**config.mk**
```make
export PLATFORM = sky130hd
export DESIGN_NAME = beta_wb_stage_flat
export DESIGN_NICKNAME = d
export VERILOG_FILES = /design/src/rtl/beta_wb_stage_if.sv /design/src/rtl/beta_wb_stage.sv /design/src/flat_wrapper.sv
export SDC_FILE = /design/constraint.sdc
export NUM_CORES = 2
export LEC_CHECK = 0
export ABC_AREA = 0
export CAP_MARGIN = 20
export CORE_MARGIN = 4
export CORE_UTILIZATION = 24
export CTS_CLUSTER_DIAMETER = 80
export DETAILED_ROUTE_END_ITERATION = 10
export SYNTH_ARGS = -nofsm -noshare
export SYNTH_HDL_FRONTEND = slang
export SYNTH_SLANG_ARGS = --single-unit
```
**constraint.sdc**
```tcl
create_clock -name clk_i -period 3.8 [get_ports clk_i]
set_input_delay 0.76 -clock clk_i [delete_from_list [all_inputs] [get_ports clk_i]]
set_output_delay 0.76 -clock clk_i [all_outputs]
set_load 0.05 [all_outputs]
```
**src/rtl/beta_wb_stage_if.sv**
```systemverilog
// Execute/decode-facing bus of the write-back stage: retire request,
// next PC, destination register, and the two bypassed register read ports.
interface beta_wb_stage_if #(
    parameter int DataWidth    = 32,
    parameter int AddressWidth = 32
);
    logic [DataWidth-1:0]    wb_result_i;
    logic [4:0]              wb_rd_addr_i;
    logic                    wb_reg_wr_en_i;
    logic [AddressWidth-1:0] wb_next_pc_i;
    logic                    wb_op_end_i;
    logic                    wb_exe_busy_i;
    logic [4:0]              wb_rs1_addr_i;
    logic [4:0]              wb_rs2_addr_i;
    logic [DataWidth-1:0]    wb_rs1_data_o;
    logic [DataWidth-1:0]    wb_rs2_data_o;
    logic [AddressWidth-1:0] wb_pc_o;
    logic                    wb_retire_o;
    logic [63:0]             wb_instret_o;

    // Execute and decode side: drives requests, observes architectural state.
    modport master (
        output wb_result_i, wb_rd_addr_i, wb_reg_wr_en_i, wb_next_pc_i,
               wb_op_end_i, wb_exe_busy_i, wb_rs1_addr_i, wb_rs2_addr_i,
        input  wb_rs1_data_o, wb_rs2_data_o, wb_pc_o, wb_retire_o, wb_instret_o
    );

    // Write-back stage side.
    modport slave (
        input  wb_result_i, wb_rd_addr_i, wb_reg_wr_en_i, wb_next_pc_i,
               wb_op_end_i, wb_exe_busy_i, wb_rs1_addr_i, wb_rs2_addr_i,
        output wb_rs1_data_o, wb_rs2_data_o, wb_pc_o, wb_retire_o, wb_instret_o
    );
endinterface

```
**src/rtl/beta_wb_stage.sv**
```systemverilog
// Write-back stage: captures retiring execute results, commits them to the
// integer register file one cycle later, and serves two bypassed read ports.
module beta_wb_stage #(
    parameter int                    DataWidth    = 32,
    parameter int                    AddressWidth = 32,
    parameter int                    RegNum       = 32,
    parameter logic [AddressWidth-1:0] BootAddress = '0
) (
    input  logic            clk_i,
    input  logic            rstn_i,
    beta_wb_stage_if.slave  wb
);

    logic                    ret;
    logic [DataWidth-1:0]    result_q;
    logic [4:0]              rd_q;
    logic                    we_q;
    logic [AddressWidth-1:0] pc_q;
    logic [63:0]             instret_q;
    logic                    retire_q;
    logic [DataWidth-1:0]    rf [RegNum];

    assign ret = wb.wb_op_end_i & ~wb.wb_exe_busy_i;

    // NOTE: sequential state uses non-blocking assignments so every register
    // samples pre-edge values regardless of statement order.
    always_ff @(posedge clk_i or negedge rstn_i) begin
        if (!rstn_i) begin
            result_q  <= '0;
            rd_q      <= '0;
            we_q      <= 1'b0;
            pc_q      <= BootAddress;
            instret_q <= '0;
            retire_q  <= 1'b0;
        end else if (ret) begin
            result_q  <= wb.wb_result_i;
            rd_q      <= wb.wb_rd_addr_i;
            we_q      <= wb.wb_reg_wr_en_i & (wb.wb_rd_addr_i != 5'd0);
            pc_q      <= wb.wb_next_pc_i;
            instret_q <= instret_q + 64'd1;
            retire_q  <= 1'b1;
        end else begin
            we_q      <= 1'b0;
            retire_q  <= 1'b0;
        end
    end

    // NOTE: the register file must read zero after reset, so it is built from
    // resettable flops rather than a RAM macro; x0 is never written (we_q
    // excludes rd 0), so entry 0 stays zero.
    always_ff @(posedge clk_i or negedge rstn_i) begin
        if (!rstn_i) begin
            for (int i = 0; i < RegNum; i++) begin
                rf[i] <= '0;
            end
        end else if (we_q) begin
            rf[rd_q] <= result_q;
        end
    end

    // A pending commit is forwarded so a retire is visible one edge early.
    function automatic logic [DataWidth-1:0] read_port(input logic [4:0] idx);
        logic [DataWidth-1:0] data;
        if (idx == 5'd0) begin
            data = '0;
        end else if (we_q && (rd_q == idx)) begin
            data = result_q;
        end else begin
            data = rf[idx];
        end
        return data;
    endfunction

    // NOTE: each combinational output is given a default first so no path
    // can leave it unassigned and infer a latch.
    always_comb begin
        wb.wb_rs1_data_o = '0;
        wb.wb_rs2_data_o = '0;
        wb.wb_rs1_data_o = read_port(wb.wb_rs1_addr_i);
        wb.wb_rs2_data_o = read_port(wb.wb_rs2_addr_i);
    end

    assign wb.wb_pc_o      = pc_q;
    assign wb.wb_retire_o  = retire_q;
    assign wb.wb_instret_o = instret_q;

endmodule

```
**src/flat_wrapper.sv**
```systemverilog
// flat-port wrapper written by rule: the top's interface ports become plain ports
module beta_wb_stage_flat 
#(
    parameter int                    DataWidth    = 32,
    parameter int                    AddressWidth = 32,
    parameter int                    RegNum       = 32,
    parameter logic [AddressWidth-1:0] BootAddress = '0
)
  (clk_i, rstn_i, wb_wb_result_i, wb_wb_rd_addr_i, wb_wb_reg_wr_en_i, wb_wb_next_pc_i, wb_wb_op_end_i, wb_wb_exe_busy_i, wb_wb_rs1_addr_i, wb_wb_rs2_addr_i, wb_wb_rs1_data_o, wb_wb_rs2_data_o, wb_wb_pc_o, wb_wb_retire_o, wb_wb_instret_o);
  beta_wb_stage_if #(.DataWidth(DataWidth), .AddressWidth(AddressWidth)) wb_i ();
  input  logic clk_i;
  input  logic rstn_i;
  input wire logic [$bits(wb_i.wb_result_i)-1:0] wb_wb_result_i;
  input wire logic [$bits(wb_i.wb_rd_addr_i)-1:0] wb_wb_rd_addr_i;
  input wire logic [$bits(wb_i.wb_reg_wr_en_i)-1:0] wb_wb_reg_wr_en_i;
  input wire logic [$bits(wb_i.wb_next_pc_i)-1:0] wb_wb_next_pc_i;
  input wire logic [$bits(wb_i.wb_op_end_i)-1:0] wb_wb_op_end_i;
  input wire logic [$bits(wb_i.wb_exe_busy_i)-1:0] wb_wb_exe_busy_i;
  input wire logic [$bits(wb_i.wb_rs1_addr_i)-1:0] wb_wb_rs1_addr_i;
  input wire logic [$bits(wb_i.wb_rs2_addr_i)-1:0] wb_wb_rs2_addr_i;
  output wire logic [$bits(wb_i.wb_rs1_data_o)-1:0] wb_wb_rs1_data_o;
  output wire logic [$bits(wb_i.wb_rs2_data_o)-1:0] wb_wb_rs2_data_o;
  output wire logic [$bits(wb_i.wb_pc_o)-1:0] wb_wb_pc_o;
  output wire logic [$bits(wb_i.wb_retire_o)-1:0] wb_wb_retire_o;
  output wire logic [$bits(wb_i.wb_instret_o)-1:0] wb_wb_instret_o;
  assign wb_i.wb_result_i = wb_wb_result_i;
  assign wb_i.wb_rd_addr_i = wb_wb_rd_addr_i;
  assign wb_i.wb_reg_wr_en_i = wb_wb_reg_wr_en_i;
  assign wb_i.wb_next_pc_i = wb_wb_next_pc_i;
  assign wb_i.wb_op_end_i = wb_wb_op_end_i;
  assign wb_i.wb_exe_busy_i = wb_wb_exe_busy_i;
  assign wb_i.wb_rs1_addr_i = wb_wb_rs1_addr_i;
  assign wb_i.wb_rs2_addr_i = wb_wb_rs2_addr_i;
  assign wb_wb_rs1_data_o = wb_i.wb_rs1_data_o;
  assign wb_wb_rs2_data_o = wb_i.wb_rs2_data_o;
  assign wb_wb_pc_o = wb_i.wb_pc_o;
  assign wb_wb_retire_o = wb_i.wb_retire_o;
  assign wb_wb_instret_o = wb_i.wb_instret_o;
  beta_wb_stage #(.DataWidth(DataWidth), .AddressWidth(AddressWidth), .RegNum(RegNum), .BootAddress(BootAddress)) u_core (.clk_i(clk_i), .rstn_i(rstn_i), .wb(wb_i));
endmodule
```
**Yosys cells after proc, flatten, opt, wreduce, memory -nomap -nowiden**

Index checks and enable logic that the tools add are counted.

- Register bits after elaboration: 1159
- Latch bits: 0
- Bits in writable memories: 0
- Bits in read-only memories: 0
- Input bits: 84
- Output and inout bits: 161
- Word-level logic and storage cells: 72
- Memories: 0

- $add $sub $neg: 1
- Multiply operators: 0
- Divide/modulo/power cells: 0
- Magnitude comparators: 4
- Equal/unequal tests: 2
- Shift-type cells: 0
- Muxes and demuxes: 15
- Bitwise gates (word level): 6
- Reduce and logical (&&, ||, !) cells: 6

Operator list:

| kind | number |
|---|---|
| bitwise mux 1024 bit | 1 |
| binary-select mux 32 bit (select 5 bit) | 2 |
| two-way mux 32 bit | 9 |
| demux 32 bit (select 5 bit) | 1 |
| adder 64 x 1 -> 64 bit, second input constant | 1 |
| greater-or-equal comparator 6 bit, second input constant | 3 |
| NOT 5 -> 6 bit | 3 |
| == test 5 bit | 2 |
| logical NOT 5 bit | 2 |
| less-than comparator 6 x 1 -> 1 bit, second input constant | 1 |
| nonzero test 5 bit | 1 |
| logical AND 1 bit | 3 |
| AND 1 bit | 2 |
| two-way mux 1 bit | 2 |
| NOT 1 bit | 1 |

**Depth between registers and ports, before layout**

- Word-level depth: 6
- Gate-level depth with buffers: 10

**Worst setup path after synthesis**

No wires, ideal clock.

- Path type: input -> output
- Start: input wb_wb_rs2_addr_i[0]
- End: output wb_wb_rs2_data_o[29]
- Arrival time: 3309 ps
- Required time: 3040 ps
- Slack: -269 ps
- Stages on the path: 9
- Buffers on the path: 4
- Cells stage by stage: buf_6 -> buf_12 -> buf_8 -> buf_12 -> mux2i_1 -> a221oi_1 -> a22oi_1 -> o2111a_1 -> a211oi_1

- Word-level cells in the longest chain between the ends: 6

Ends and longest elaborated chain:

| what | line | RTL |
|---|---|---|
| start: declaration | flat_wrapper.sv:20 | `input wire logic [$bits(wb_i.wb_rs2_addr_i)-1:0] wb_wb_rs2_addr_i;` |
| NOT 5 -> 6 bit (not written as such) | beta_wb_stage.sv:69 | `data = rf[idx];` |
| binary-select mux 32 bit (select 5 bit) | beta_wb_stage.sv:69 |  |
| two-way mux 32 bit (not written as such) (2 in a row) | beta_wb_stage.sv:69 |  |
| two-way mux 32 bit | beta_wb_stage.sv:66 | `end else if (we_q && (rd_q == idx)) begin` |
| two-way mux 32 bit (*) | beta_wb_stage.sv:64 | `if (idx == 5'd0) begin` |
| end: declaration | flat_wrapper.sv:22 | `output wire logic [$bits(wb_i.wb_rs2_data_o)-1:0] wb_wb_rs2_data_o;` |

Every way passes the cells marked *; elsewhere a longest branch is shown, timed or not. The select of a mux whose other input is x is not followed.

**Worst setup path in the final report**

- Start: register u_core.rd_q[3]
- End: output wb_wb_rs1_data_o[2]

- Word-level cells in the longest chain between the ends: 4

Ends and longest elaborated chain:

| what | line | RTL |
|---|---|---|
| start: declaration | beta_wb_stage.sv:16 | `logic [4:0] rd_q;` |
| start signal: assignment | beta_wb_stage.sv:37 | `rd_q <= wb.wb_rd_addr_i;` |
| == test 5 bit | beta_wb_stage.sv:66 |  |
| logical AND 1 bit | beta_wb_stage.sv:66 |  |
| two-way mux 32 bit | beta_wb_stage.sv:66 |  |
| two-way mux 32 bit | beta_wb_stage.sv:64 |  |
| end: declaration | flat_wrapper.sv:21 | `output wire logic [$bits(wb_i.wb_rs1_data_o)-1:0] wb_wb_rs1_data_o;` |

Every way passes these cells.

==> out/summary.txt <==
Max Freq = 0.259 GHz
Ys async rst share = 100%
Initial antenna violation count = 7
Cells after Synth = 4173
IO Port Bufs = 244
Root Driver = clkbuf_16
Clk sink count = 1159
Gate power share = 21.9%
Fin crit share = 102%
DIE AREA = 264000 um^2
Worst vdd ir = 0.000410 V
Critical path peak fanout = 6
Post-detailed-route wirelength per cell = 26.8 um
Die X = 513 um
Post-synth EDFFs = 0
Sequential power share = 43.2%
Synthesized net count = 4258
Residual overflow from global routing = 0
Max-Cap Viols = 0
Pre-CTS WS = -326 ps
Crit start category = register
Clock Latency Late Sink = 790 ps
Setup TNS = -301 ps
Hold WC Path Type = register to register
Hold Vio Cnt, Final = 0
Internal power component = 26.1 mW
Post-synthesis simple-gate area fraction = 3.25%
I/O pin count = 245
Register area share after synthesis = 47.3%
Layout cells sized above 1 = 50.6%
Row count = 185
Synth Area in XOR/XNOR = 1.04%
RSZ-0062 raised after global routing = yes
Top_reg_cell synth = dfrtp_1
Switching part of the total power = 28.9%
Area Growth Syn to Fin = 23.3%
Crit Path Class = register to output pin
Final worst path period need = 3860 ps
CTS max path bufs = 3
Post-Syn Area per Cell = 14.7 um^2
Global-route wire length before repair = 309 mm
Final setup viols = 9
Max Slew Vio Count = 0
DR vias/cell = 5.15
FILL cells = 25264
Compound-Gate Fraction of Synth Area = 3.68%
Footprint of the multi-input gates = 30900 um^2
Total chip power = 36.6 mW
Detailed Routing Iterations Pass 1 = 6
DRT iter0 DRCs = 3836
Initial Utilization = 24.1%
Worst Clk Skew = 75.9 ps
CTS buffer count = 119
Post-route setup slack = -59.3 ps
Relative slew slack = 22.5%
Post-DP HPWL = 129 mm
Power Density = 485 nW/um^2
Vias in the first global route = 42821
Clock slew at reported path FFs = 60 ps
Adder-Cell Fraction of Synth Area = 0.0204%
Reg area = 29000 um^2
Number of remaining DRC errors = 0
Die height = 513 um
GPL Wtd Cong = 0.819
Status = finished, violations left
Slew @ Worst Pin = 1160 ps
# H-tree levels = 3
DP Area = 70300 um^2
Largest net degree at the start of global routing = 111
Post-route design area = 75600 um^2
Nets = 4562
Core box area = 254000 um^2
Number of distinct library cells after synthesis = 65
Largest family of logic cells by synthesized area = multiplexers
Drt total wl = 213 mm
Routed Antenna Nets = 0
Worst EP arrival = 3100 ps
Via count = 40908
Clock share of power = 34.9%
Crit path capture type = output pin
Synthesized cell area = 61300 um^2
Failing checks = setup timing
Required @ worst endpoint = 3040 ps
Synthesized flop and latch total = 1159
Leak pwr = 33.4 nW
Multiplexer share of the synthesized area = 41.2%
CTS tree = built
Switching pwr = 10.6 mW
GRT Util Overall = 15.8%
Synth Warn # = 0
## final cells by class
cell class,count,area share [%]
multi-input cells,2576,40.8
flip-flops and latches,1159,38.4
repair buffers,606,9.54
well taps,3366,5.57
clock buffers,174,4.67
clock inverters,44,0.939
inverters,15,0.0778
diodes,3,0.00993
## worst max-delay path: stages (launching register included)
cell and delay (ps):
dfrtp_1 390, xor2_1 170, nor4_2 310, buf_4 170, nand3_4 150, and2_4 300
buf_12 170, a221o_1 330, buf_6 140, buf_12 140
## power groups by stage
stage | Combinational [mW] | Clock, mW | Sequential [mW]
finish | 8.04 | 12.8 | 15.8
global route | 8.57 | 13.5 | 16.1
CTS | 7.99 | 13.0 | 15.8
detailed placement | 7.87 | 0 | 16.0
global placement | 7.73 | 0 | 15.8
floorplan | 5.11 | 0 | 15.7
## flip-flops by register name, summed over array words and instances, names as in the netlist
| name | cells |
|---|---|
| u_core.wb.wb_pc_o | 32 |
| u_core.rf | 1024 |
| u_core.wb.wb_instret_o | 64 |
| u_core.wb.wb_retire_o | 1 |
| u_core.we_q | 1 |
| u_core.rd_q | 5 |
| u_core.result_q | 32 |
## Yosys cell counts (9+ instances only)
cell | count | share of area, %
nand3_1 | 52 | 0.42
o22ai_1 | 36 | 0.37
nor2b_1 | 13 | 0.13
dfrtp_1 | 1159 | 47
mux4_2 | 470 | 17
inv_1 | 13 | 0.080
buf_6 | 30 | 0.55
a221o_1 | 35 | 0.57
a211oi_1 | 15 | 0.18
clkbuf_1 | 228 | 1.4
mux2i_1 | 239 | 3.9
buf_2 | 74 | 0.60
and3_1 | 14 | 0.14
o21ai_0 | 69 | 0.56
nor4_1 | 32 | 0.33
buf_4 | 18 | 0.22
mux2_2 | 1076 | 20
xnor2_1 | 33 | 0.47
mux2_1 | 9 | 0.17
a221oi_1 | 52 | 0.74
xor2_1 | 40 | 0.57
a21oi_1 | 42 | 0.34
nand4_1 | 22 | 0.22
buf_1 | 61 | 0.37
nor3_1 | 14 | 0.11
nand2_1 | 115 | 0.70
nor2_1 | 63 | 0.39
a22oi_1 | 24 | 0.29
and4_1 | 24 | 0.34
## cells in the final DEF, fill, tap and decap left out, types with 33 or more instances in the layout
cell             synthesis  final
a21oi_1                 42     33
clkdlybuf4s50_1          0    170
xor2_1                  40     40
mux2i_1                239    239
mux2_2                1076   1076
a221oi_1                52     49
o21ai_0                 69     52
buf_12                   4    138
nand2_1                115     98
nand3_1                 52     51
buf_4                   18    245
clkbuf_16                0    126
dfrtp_1               1159   1158
mux4_2                 470    470
## repair_timing
item / in CTS / in global routing
pin swaps: 34 / 23
setup buffers: 12 / 6
hold endpoints to repair: 22 / 0
gates cloned: 5 / 4
hold buffers: 1 / 0
resized for setup: 75 / 89
setup endpoints to repair: 57 / 58
## kinds of logic (layout without fill, tap and decap cells)
kind of cell	count (synthesis)	count (layout)
muxes	1796	1796
other	0	3
adders and majority gates	1	1
xor gates and xnor gates	73	73
buffers and inverters	438	839
DFF	1159	1159
and+or+nand+nor	389	389
AOI/OAI and AO/OA	317	317
## routing by layer
layer / part of all wire, % / up-vias / GRT usage [%]
li1: - / 16686 / -
met1: 41 / 22186 / 20.4
met2: 48 / 1639 / 25.8
met3: 7.0 / 397 / 3.40
met4: 4.0 / 0 / 5.89
met5: 0 / - / 0
## stage by stage
step | instances | hold slack, ps | utilization [%]
floorplan | 4173 | 461 | -
global placement | 7700 | 465 | 27.7
detailed placement | 7700 | 477 | 27.7
CTS | 7935 | 493 | 29.5
global route | 7940 | 520 | 29.7
finish | 7943 | 492 | 29.7
## path summary, 6_finish.rpt
kind	start	endpoint	slack (ps)	depth (start not counted)
worst max-delay path	u_core.rd_q[3]$_DFFE_PN0P_	wb_wb_rs1_data_o[2]	-60	9
worst min-delay path	u_core.wb.wb_instret_o[63]$_DFFE_PN0P_	u_core.wb.wb_instret_o[63]$_DFFE_PN0P_	490	1
worst max register to register	u_core.rd_q[2]$_DFFE_PN0P_	u_core.rf[194]$_DFFE_PN0P_	990	6
worst min register to register	u_core.wb.wb_instret_o[63]$_DFFE_PN0P_	u_core.wb.wb_instret_o[63]$_DFFE_PN0P_	490	1
max in group asynchronous	rstn_i	u_core.rf[250]$_DFFE_PN0P_	2060	3
min in group asynchronous	rstn_i	u_core.rf[504]$_DFFE_PN0P_	640	2
No activity file was read; power rests on OpenSTA's default activity.
